--- src/rtl/if_fetch_buf.sv ---
// IF->ID decoupling FIFO of {pc, instr} pairs; flush drops all entries. Optional IF_FB_STATS_EN adds push/stall counters.
// Latency: one cycle from an accepted push to id_valid; no same-cycle bypass.
// Backpressure: fetch_ready = !full from registered count only, so id_ready has no combinational path to fetch.
module if_fetch_buf #(
  parameter int DEPTH = 2
) (
  input  logic        clk,
  input  logic        reset,
  input  logic [29:0] fetch_pc,
  input  logic [31:0] fetch_instr,
  input  logic        fetch_valid,
  output logic        fetch_ready,
  input  logic        flush,
  output logic [29:0] id_pc,
  output logic [31:0] id_instr,
  output logic        id_valid,
  input  logic        id_ready
`ifdef IF_FB_STATS_EN
  ,
  output logic [31:0] fb_fetch_cnt,
  output logic [31:0] fb_stall_cnt
`endif
);

  localparam int PW = (DEPTH > 1) ? $clog2(DEPTH) : 1;
  localparam int CW = $clog2(DEPTH + 1);

  logic [29:0]   storage_pc    [DEPTH];
  logic [31:0]   storage_instr [DEPTH];
  logic [PW-1:0] wr_ptr, rd_ptr;
  logic [CW-1:0] count, count_nxt;
  logic          push, pop;

  assign fetch_ready = (count != CW'(DEPTH));
  assign id_valid    = (count != '0);
  assign push        = fetch_valid && fetch_ready;
  assign pop         = id_valid && id_ready;

  // Empty buffer presents a NOP at PC 0 to the decoder.
  assign id_pc    = id_valid ? storage_pc[rd_ptr]    : '0;
  assign id_instr = id_valid ? storage_instr[rd_ptr] : '0;

  always_comb begin
    count_nxt = count;
    case ({push, pop})
      2'b10:   count_nxt = count + CW'(1);
      2'b01:   count_nxt = count - CW'(1);
      default: count_nxt = count;
    endcase
  end

  always_ff @(posedge clk or negedge reset) begin
    if (!reset) begin
      count  <= '0;
      wr_ptr <= '0;
      rd_ptr <= '0;
    end else if (flush) begin
      count  <= '0;
      wr_ptr <= '0;
      rd_ptr <= '0;
    end else begin
      count <= count_nxt;
      if (push) wr_ptr <= wr_ptr + PW'(1);
      if (pop)  rd_ptr <= rd_ptr + PW'(1);
    end
  end

  // A flushed push may land in storage, but count stays 0 so it is never seen.
  always_ff @(posedge clk) begin
    if (push) begin
      storage_pc[wr_ptr]    <= fetch_pc;
      storage_instr[wr_ptr] <= fetch_instr;
    end
  end

`ifdef IF_FB_STATS_EN
  always_ff @(posedge clk or negedge reset) begin
    if (!reset) begin
      fb_fetch_cnt <= '0;
      fb_stall_cnt <= '0;
    end else begin
      if (push)                      fb_fetch_cnt <= fb_fetch_cnt + 32'd1;
      if (fetch_valid && !fetch_ready) fb_stall_cnt <= fb_stall_cnt + 32'd1;
    end
  end
`endif

endmodule

--- config.mk ---
export PLATFORM = sky130hd
export DESIGN_NAME = if_fetch_buf
export DESIGN_NICKNAME = d
export VERILOG_FILES = /design/src/rtl/if_fetch_buf.sv
export SDC_FILE = /design/constraint.sdc
export NUM_CORES = 1
export LEC_CHECK = 0
export ABC_CLOCK_PERIOD_IN_PS = 3550
export BUFFER_PORTS_ARGS = -buffer_cell sky130_fd_sc_hd__buf_2
export CAP_MARGIN = 20
export CELL_PAD_IN_SITES_DETAIL_PLACEMENT = 1
export CELL_PAD_IN_SITES_GLOBAL_PLACEMENT = 2
export CORE_UTILIZATION = 31
export DETAILED_ROUTE_END_ITERATION = 10
export PLACE_DENSITY = 0.7
export SETUP_SLACK_MARGIN = 0.4
export SLEW_MARGIN = 20
export SYNTH_ARGS = -nofsm -noshare
export SYNTH_HDL_FRONTEND = slang
export SYNTH_SLANG_ARGS = --single-unit
--- constraint.sdc ---
create_clock -name clk -period 3.55 [get_ports clk]
set_input_delay 0.355 -clock clk [delete_from_list [all_inputs] [get_ports clk]]
set_output_delay 0.355 -clock clk [all_outputs]
set_load 0.01 [all_outputs]
==> results of run 1 <==
## cells in the final DEF, fill, tap and decap left out
cell type	netlist	final
a21bo_2	1	1
a21o_1	1	1
a21oi_1	4	4
and3_2	0	1
buf_12	0	2
buf_16	0	1
buf_2	6	130
buf_4	7	1
bufinv_16	0	4
clkbuf_1	1	1
clkbuf_16	0	17
clkinv_1	0	2
clkinv_2	0	2
clkinv_4	0	1
clkinvlp_4	0	3
dfrtp_1	4	3
dfrtp_4	0	1
dlygate4sd3_1	0	1
edfxtp_1	124	124
inv_1	3	2
inv_2	0	1
mux2i_1	63	63
nand2b_1	1	1
nand3b_1	2	2
nor2_1	63	63
nor2_4	0	1
nor3b_1	1	1
o211ai_1	1	1
o21ai_0	1	1
or2_1	1	1
xor2_1	1	1
## layer usage
metal,track usage,vias up,routed length (µm),share of wire
met5,0,-,0,0
met4,0.0457,0,89,0.0089
met3,0.0476,8,541,0.054
met2,0.229,92,5080,0.51
met1,0.151,1423,4340,0.43
li1,-,1342,-,-
## registers in the layout, indices dropped and copies added, names as in the netlist
register and count:
count 2, rd_ptr 1, wr_ptr 1, storage_pc 60
storage_instr 64
## cell type report
cell class | count | area, µm²
multi-input cells | 142 | 980
well taps | 211 | 264
fillers | 1611 | 8900
clock inverters | 12 | 169
flip-flops and latches | 128 | 3830
repair buffers | 135 | 736
inverters | 3 | 11.3
clock buffers | 18 | 429
## power groups by stage
stage          Sequential [mW]  Combinational [mW]  Clock (mW)
6_report                  1.79               0.358        1.75
5_1_grt                   1.80               0.398        1.86
4_1_cts                   1.81               0.348        1.80
3_5_place_dp              1.84               0.345           0
3_3_place_gp              1.84               0.339           0
2_1_floorplan             1.80               0.219           0
## through the flow
step / total power, mW / util / std cells / hold slack (ps)
after floorplan: 2.02 / - / 287 / 59.4
after global placement: 2.18 / 0.377 / 617 / 167
after detailed placement: 2.19 / 0.377 / 617 / 167
after CTS: 3.96 / 0.417 / 648 / 111
after global routing: 4.06 / 0.419 / 649 / 108
final: 3.90 / 0.419 / 649 / 135
## cells by family after synthesis
group / share of synthesized area
compound gates: 0.0102
xor+xnor: 0.00179
buf+inv: 0.0199
flops: 0.781
mux: 0.129
simple gates: 0.0580
## worst paths after layout
| kind | end | slack [ps] |
|---|---|---|
| min in group asynchronous | count[0]$_DFFE_PN0P_ | 290 |
| setup reg to reg | storage_instr[1][10]$_DFFE_PP_ | 1510 |
| max in group asynchronous | rd_ptr$_DFFE_PN0P_ | 3120 |
| setup / recovery | id_instr[18] | 1200 |
| hold reg to reg | wr_ptr$_DFFE_PN0P_ | 600 |
| hold / removal | storage_instr[1][23]$_DFFE_PP_ | 130 |
## worst max-delay path: cells and delay by family, from the launching register on
kind          cells  cell delay [ps]
buf+inv           2              510
flops             1              770
mux               1              220
simple gates      1               90
## repair_timing
item / CTS / global route
hold endpoints to repair: 4 / 0
hold buffers: 1 / 0
endpoints found under the setup margin: 0 / 0
==> flow_summary.json, run 1 <==
{
  "setup_slack_ps": 1200,
  "seq_area_frac_synth": 0.781,
  "power_frac_seq": 0.459,
  "worst_pin_slew_ps": 731,
  "wl_per_cell_um": 15.5,
  "cts_resized": 0,
  "cts.sinks": 128,
  "start_kind": "flop",
  "dieArea_um2": 16300,
  "cts_root_buf": "clkbuf_16",
  "syn_inst": 287,
  "drtIter0Drc": 142,
  "die_height_um": 128,
  "syn_area_per_cell_um2": 17.1,
  "n_antenna_cell": 0,
  "power.density_nw_per_um2": 608,
  "timing_hold_violations_final": 0,
  "placed_area_um2": 5780,
  "switchingPower_uw": 840,
  "p_leak_nw": 2.45,
  "coreArea_um2": 15300,
  "drc": 0,
  "final_cell_area_um2": 6420,
  "dp_slack_ps": 1340,
  "critPathMaxFanout": 35,
  "cap_violations": 0,
  "cts-buffers-inserted": 17,
  "slowest_delay_ps": 770,
  "dr.pass1.iters": 4,
  "drt-total-wl_um": 10100,
  "worst_ir_drop_vdd_v": 0.000356,
  "max_freq_ghz": 0.425,
  "syn_to_final_growth_pct": 31.1,
  "grt_pass1_vias": 3077,
  "cp-end-kind": "primary output",
  "slowest_stage": "dfrtp_4",
  "finish.net_count": 494,
  "criticalPathCategory": "reg -> out",
  "slew_violations": 0,
  "sw_frac_of_total": 0.215,
  "tritoncts": "built",
  "hpwlAfterDp_um": 6180,
  "yosys.area.top_type": "edfxtp_1",
  "synthArstFlopShare": 0.0313,
  "cts.path.max_buffers": 2,
  "cts-htree-levels": 4,
  "holdPathStages": 1,
  "synth_seq_cells": 128,
  "cts_setup_buffers": 0,
  "grt_max_degree": 64,
  "synth_top_flop_cell": "edfxtp_1",
  "ys_top_cells_by_count": "edfxtp_1 (124), mux2i_1 (63), nor2_1 (63), buf_4 (7), buf_2 (6)",
  "yosysMostFrequentCell": "edfxtp_1",
  "ioPinCount": 131,
  "critPathRequiredTime_ps": 3190,
  "finalWeightedCongestion": 0.653,
  "grt_first_pass_wirelength_um": 15800,
  "synth_nets": 354,
  "drive_gt1_frac": 0.379,
  "detail-route-antenna-nets": 0,
  "fin_setup_tns_ps": 0,
  "grt-ovfl-total": 0,
  "via_per_inst": 4.41,
  "synth_edf_count": 124,
  "min_period_ps": 2350,
  "initial_core_util": 0.320,
  "num_rows": 45,
  "hp-start": "fetch_instr[23]",
  "insertion_delay_ps": 410,
  "grt_usage": 0.132,
  "internal-power_mw": 3.06,
  "cp.arrival_ps": 2000,
  "vias": 2865,
  "startpoint": "rd_ptr$_DFFE_PN0P_",
  "finClkSkew_ps": 4.41,
  "synth_top_area_frac": 0.761,
  "crit_chain": "buf_16 > mux2i_1 > nor2_1 > buf_2",
  "pwr-share-clk": 0.449,
  "outcome": "finished, final reports clean",
  "setup_violations": 0,
  "netlist_area_um2": 4890,
  "portBuffers": 130,
  "antenna_found_initial": 0,
  "clk_pin_slew_ps": 60,
  "hold_class": "in -> reg",
  "relSlewSlack": 0.513,
  "ys_warn_count": 0,
  "yosys.cell_types.count": 20,
  "die_x_um": 128,
  "reg2reg_from": "count[0]$_DFFE_PN0P_",
  "period_share": 0.663,
  "synth_area_leaders": "edfxtp_1 (76%), mux2i_1 (13%), nor2_1 (4.8%), dfrtp_1 (2.0%), buf_4 (1.1%)",
  "combPwrFrac": 0.092,
  "worstRegToRegCells": 3,
  "rsz0062_at_grt": "no"
}
No activity file was read; power rests on OpenSTA's default activity.
==> run 2, diff against run 1 <==
--- a/config.mk
+++ b/config.mk
@@ -5,14 +5,14 @@
 export SDC_FILE = /design/constraint.sdc
 export NUM_CORES = 1
 export LEC_CHECK = 0
-export ABC_CLOCK_PERIOD_IN_PS = 3550
+export ABC_CLOCK_PERIOD_IN_PS = 1950
 export BUFFER_PORTS_ARGS = -buffer_cell sky130_fd_sc_hd__buf_2
 export CAP_MARGIN = 20
 export CELL_PAD_IN_SITES_DETAIL_PLACEMENT = 1
 export CELL_PAD_IN_SITES_GLOBAL_PLACEMENT = 2
 export CORE_UTILIZATION = 31
 export DETAILED_ROUTE_END_ITERATION = 10
-export PLACE_DENSITY = 0.7
+export PLACE_DENSITY = 0.73
 export SETUP_SLACK_MARGIN = 0.4
 export SLEW_MARGIN = 20
 export SYNTH_ARGS = -nofsm -noshare
==> constraint.sdc (replaced) <==
create_clock -name clk -period 1.95 [get_ports clk]
set_input_delay 0.195 -clock clk [delete_from_list [all_inputs] [get_ports clk]]
set_output_delay 0.195 -clock clk [all_outputs]
set_load 0.01 [all_outputs]
==> flow_summary.json, run 2 (synthesized netlist as in run 1, its figures left out) <==
{
  "grt-ovfl-total": 0,
  "coreArea_um2": 15300,
  "top_register": "storage_instr",
  "power.density_nw_per_um2": 1040,
  "start_kind": "flop",
  "grt_max_degree": 33,
  "tritoncts": "built",
  "critPathMaxFanout": 8,
  "cts.sinks": 128,
  "syn_to_final_growth_pct": 51.3,
  "drive_gt1_frac": 0.363,
  "critPathRequiredTime_ps": 1750,
  "min_period_ps": 1830,
  "largest_reg_flops": 64,
  "drt-total-wl_um": 11900,
  "fillers": 1546,
  "timing_hold_violations_final": 0,
  "detail-route-antenna-nets": 0,
  "crit_chain": "buf_4 > mux2i_1 > nor2_1 > buf_2",
  "hold_class": "in -> reg",
  "wl_per_cell_um": 16.3,
  "insertion_delay_ps": 420,
  "max_freq_ghz": 0.545,
  "cp-end-kind": "primary output",
  "dp.cells": 623,
  "rsz0062_at_grt": "yes",
  "final_cell_area_um2": 7410,
  "outcome": "finished, final reports clean",
  "worst_ir_drop_vdd_v": 0.000511,
  "setup_violations": 0,
  "cts-htree-levels": 4,
  "n_antenna_cell": 0,
  "dieArea_um2": 16300,
  "drc": 0,
  "cap_violations": 0,
  "via_per_inst": 4.35,
  "cts-buffers-inserted": 17,
  "placed_area_um2": 5900,
  "r2r_slack_ps": 420,
  "die_x_um": 128,
  "finalWeightedCongestion": 0.688,
  "final_cell_mix": "buf_2 (129), edfxtp_1 (124), dlygate4sd3_1 (64), mux2i_1 (63), nor2_1 (63)",
  "initial_core_util": 0.320,
  "ioPinCount": 131,
  "finish.net_count": 574,
  "reg_top3": "storage_instr: 64 flops, storage_pc: 60 flops, count: 2 flops",
  "worst_pin_slew_ps": 207,
  "portBuffers": 130,
  "cp.arrival_ps": 1640,
  "slew_violations": 0,
  "drtIter0Drc": 156,
  "final_util": 0.484,
  "hpwlAfterDp_um": 6810,
  "num_rows": 45,
  "grt_first_pass_wirelength_um": 18300,
  "instances_no_fill": 731,
  "p_leak_nw": 2.88,
  "dr.pass1.iters": 4,
  "clk_pin_slew_ps": 50,
  "die_height_um": 128,
  "slowest_delay_ps": 540,
  "grt_usage": 0.156,
  "cts.path.max_buffers": 2,
  "slowest_stage": "dfrtp_4",
  "period_share": 0.941,
  "cts_root_buf": "clkbuf_16",
  "criticalPathCategory": "reg -> out",
  "grt_pass1_vias": 3510,
  "antenna_found_initial": 0,
  "relSlewSlack": 0.858,
  "layout_commonest_cell": "buf_2",
  "finClkSkew_ps": 6.66,
  "vias": 3183
}
[run 2: what timing repair did]
action | CTS | global route
gates resized for setup | 9 | 2
endpoints found under the hold margin | 132 | 0
gates cloned | 3 | 0
endpoints found under the setup margin | 63 | 125
buffers inserted | 8 | 1
hold buffers | 64 | 0
[run 2: cell type report]
type	count	area (µm²)	area share
timing repair buffer	215	1640	0.221
inverter	3	17.5	0.00237
sequential	128	3830	0.517
multi-input combinational	142	987	0.133
tap	211	264	0.0356
clock buffer	18	429	0.0579
clock inverter	14	238	0.0321
[run 2: report_power, final]
part | switching (mW) | total [mW] | internal (mW)
Combinational | 0.468 | 0.927 | 0.459
Clock | 1.17 | 3.57 | 2.39
Sequential | 0.0444 | 3.24 | 3.19
Total | 1.69 | 7.73 | 6.05
[run 2: worst max-delay path, delay by kind of cell, from the launching register on]
kind	cells	cell delay [ps]
buffers and inverters	2	380
DFF	1	540
muxes	1	140
and+or+nand+nor	1	170
[run 2: path summary, 6_finish.rpt]
path,startpoint,cells past startpoint,to
setup / recovery,rd_ptr$_DFFE_PN0P_,4,id_instr[27]
setup reg to reg,count[0]$_DFFE_PN0P_,5,storage_pc[0][20]$_DFFE_PP_
min in group asynchronous,reset,2,count[0]$_DFFE_PN0P_
max in group asynchronous,reset,2,rd_ptr$_DFFE_PN0P_
hold reg to reg,wr_ptr$_DFFE_PN0P_,2,wr_ptr$_DFFE_PN0P_
hold / removal,id_ready,3,count[1]$_DFFE_PN0P_
[run 2: routing by layer]
metal / global-route usage / wire (µm) / up-vias
met1: 0.170 / 5030 / 1556
met3: 0.0467 / 541 / 17
met5: 0 / 0 / -
met2: 0.283 / 6160 / 103
li1: - / - / 1507
met4: 0.0644 / 183 / 0
[run 2: through the flow]
stage	setup TNS [ps]	setup slack, ps	hold slack (ps)	power, mW
final	0	116	100	7.73
after detailed placement	0	377	4.97	4.03
after CTS	0	105	73.7	7.82
after global routing	0	47.1	113	7.99
after global placement	0	404	6.20	4.00
after floorplan	-5420	-87.5	-101	3.68
==> run 3, diff against run 2 <==
--- a/config.mk
+++ b/config.mk
@@ -11,6 +11,7 @@
 export CELL_PAD_IN_SITES_DETAIL_PLACEMENT = 1
 export CELL_PAD_IN_SITES_GLOBAL_PLACEMENT = 2
 export CORE_UTILIZATION = 31
+export CTS_BUF_LIST = sky130_fd_sc_hd__clkbuf_4 sky130_fd_sc_hd__clkbuf_8
 export DETAILED_ROUTE_END_ITERATION = 10
 export PLACE_DENSITY = 0.73
 export SETUP_SLACK_MARGIN = 0.4
==> flow_summary.json, run 3 (synthesized netlist as in run 1, its figures left out) <==
{
  "syn_to_final_growth_pct": 52.4,
  "finalWeightedCongestion": 0.688,
  "cts.sinks": 128,
  "wl_per_cell_um": 17.3,
  "hold_class": "in -> reg",
  "final_cell_mix": "buf_2 (128), edfxtp_1 (124), dlygate4sd3_1 (64), nor2_1 (62), mux2i_1 (53)",
  "num_rows": 45,
  "finClkSkew_ps": 7.75,
  "finish.net_count": 583,
  "ioPinCount": 131,
  "reg_top3": "storage_instr: 64 flops, storage_pc: 60 flops, count: 2 flops",
  "setup_violations": 0,
  "via_per_inst": 4.36,
  "grt_first_pass_wirelength_um": 18200,
  "drive_gt1_frac": 0.397,
  "coreArea_um2": 15300,
  "dp_slack_ps": 377,
  "drt-total-wl_um": 12800,
  "hp-start": "id_ready",
  "outcome": "finished, final reports clean",
  "critPathMaxFanout": 6,
  "power.density_nw_per_um2": 937,
  "holdPathStages": 3,
  "cts-buffers-inserted": 17,
  "start_kind": "flop",
  "die_x_um": 128,
  "reg2reg_from": "count[0]$_DFFE_PN0P_",
  "worst_ir_drop_vdd_v": 0.000422,
  "slew_violations": 0,
  "criticalPathCategory": "reg -> out",
  "die_height_um": 128,
  "hpwlAfterDp_um": 6810,
  "whs_ps": 67.5,
  "grt-ovfl-total": 0,
  "drtIter0Drc": 207,
  "p_leak_nw": 2.89,
  "relSlewSlack": 0.846,
  "rsz0062_at_grt": "yes",
  "dr.pass1.iters": 6,
  "cts_root_buf": "clkbuf_8",
  "worst_pin_slew_ps": 228,
  "layout_commonest_cell": "buf_2",
  "clk_pin_slew_ps": 70,
  "cts.path.max_buffers": 2,
  "multi_input_area_um2": 1030,
  "max_freq_ghz": 0.525,
  "detail-route-antenna-nets": 0,
  "cp-end-kind": "primary output",
  "hold_path_end": "count[1]$_DFFE_PN0P_",
  "tritoncts": "built",
  "initial_core_util": 0.320,
  "antenna_found_initial": 0,
  "cap_violations": 0,
  "critPathRequiredTime_ps": 1750,
  "largest_reg_flops": 64,
  "portBuffers": 130,
  "fillers": 1550,
  "cp.arrival_ps": 1710,
  "cts-htree-levels": 4,
  "period_share": 0.976,
  "r2r_end": "storage_pc[0][18]$_DFFE_PP_",
  "drc": 0,
  "grt_pass1_vias": 3503,
  "timing_hold_violations_final": 0,
  "vias": 3227,
  "worstRegToRegCells": 5,
  "insertion_delay_ps": 450,
  "r2r_slack_ps": 430,
  "grt_usage": 0.156,
  "top_register": "storage_instr",
  "grt_max_degree": 33,
  "n_antenna_cell": 0,
  "setup_slack_ps": 46.6,
  "ff_latch_area_um2": 3830,
  "min_period_ps": 1900,
  "dieArea_um2": 16300
}
==> run 3: repair_timing <==
| item | 4_1_cts | 5_1_grt |
|---|---|---|
| endpoints found under the hold margin | 132 | 0 |
| gates cloned | 3 | 6 |
| pin swaps | 0 | 6 |
| endpoints found under the setup margin | 74 | 131 |
| buffers inserted | 8 | 4 |
| gates resized for setup | 9 | 25 |
| hold buffers | 64 | 0 |
==> run 3: cell type report <==
type                    instances  share of cell area
clock buffers                  18              0.0324
clock inverters                14              0.0319
inverters                       3             0.00268
multi-input cells             142               0.138
flip-flops and latches        128               0.513
well taps                     211              0.0354
repair buffers                224               0.246
==> run 3: critical path, stage by stage (launching register included) <==
cell and delay (ps):
dfrtp_4 500, buf_12 160, buf_12 140, mux2i_1 110, nor2_1 180, buf_2 160
==> run 3: where the power goes <==
part           total [mW]  switching, mW  internal (mW)
registers            3.24         0.0458           3.19
clock network        2.72           1.06           1.66
logic                1.04          0.506          0.531
==> run 3: worst max-delay path by stage <==
stage / startpoint / to / slack [ps]
final: rd_ptr$_DFFE_PN0P_ / id_instr[15] / 50
after global routing: rd_ptr$_DFFE_PN0P_ / id_instr[15] / -20
after CTS: rd_ptr$_DFFE_PN0P_ / id_instr[0] / 60
after detailed placement: rd_ptr$_DFFE_PN0P_ / id_instr[0] / 380
after global placement: rd_ptr$_DFFE_PN0P_ / id_instr[21] / 400
after floorplan: count[0]$_DFFE_PN0P_ / storage_instr[0][0]$_DFFE_PP_ / -90
==> run 3: layer usage <==
layer	global-route usage	share of wire
met1	0.169	0.43
met2	0.284	0.51
met3	0.0526	0.047
met4	0.0526	0.014
met5	0	0
==> run 3: through the flow <==
step | std cells | instance area [µm²] | utilization | setup TNS (ps) | total power, mW
finish | 740 | 7460 | 0.487 | 0 | 6.99
floorplan | 287 | 4910 | - | -5420 | 3.68
CTS | 730 | 7200 | 0.470 | 0 | 6.97
global route | 740 | 7460 | 0.487 | -63.4 | 7.26
detailed placement | 623 | 5900 | 0.385 | 0 | 4.03
global placement | 623 | 5900 | 0.385 | 0 | 4.00
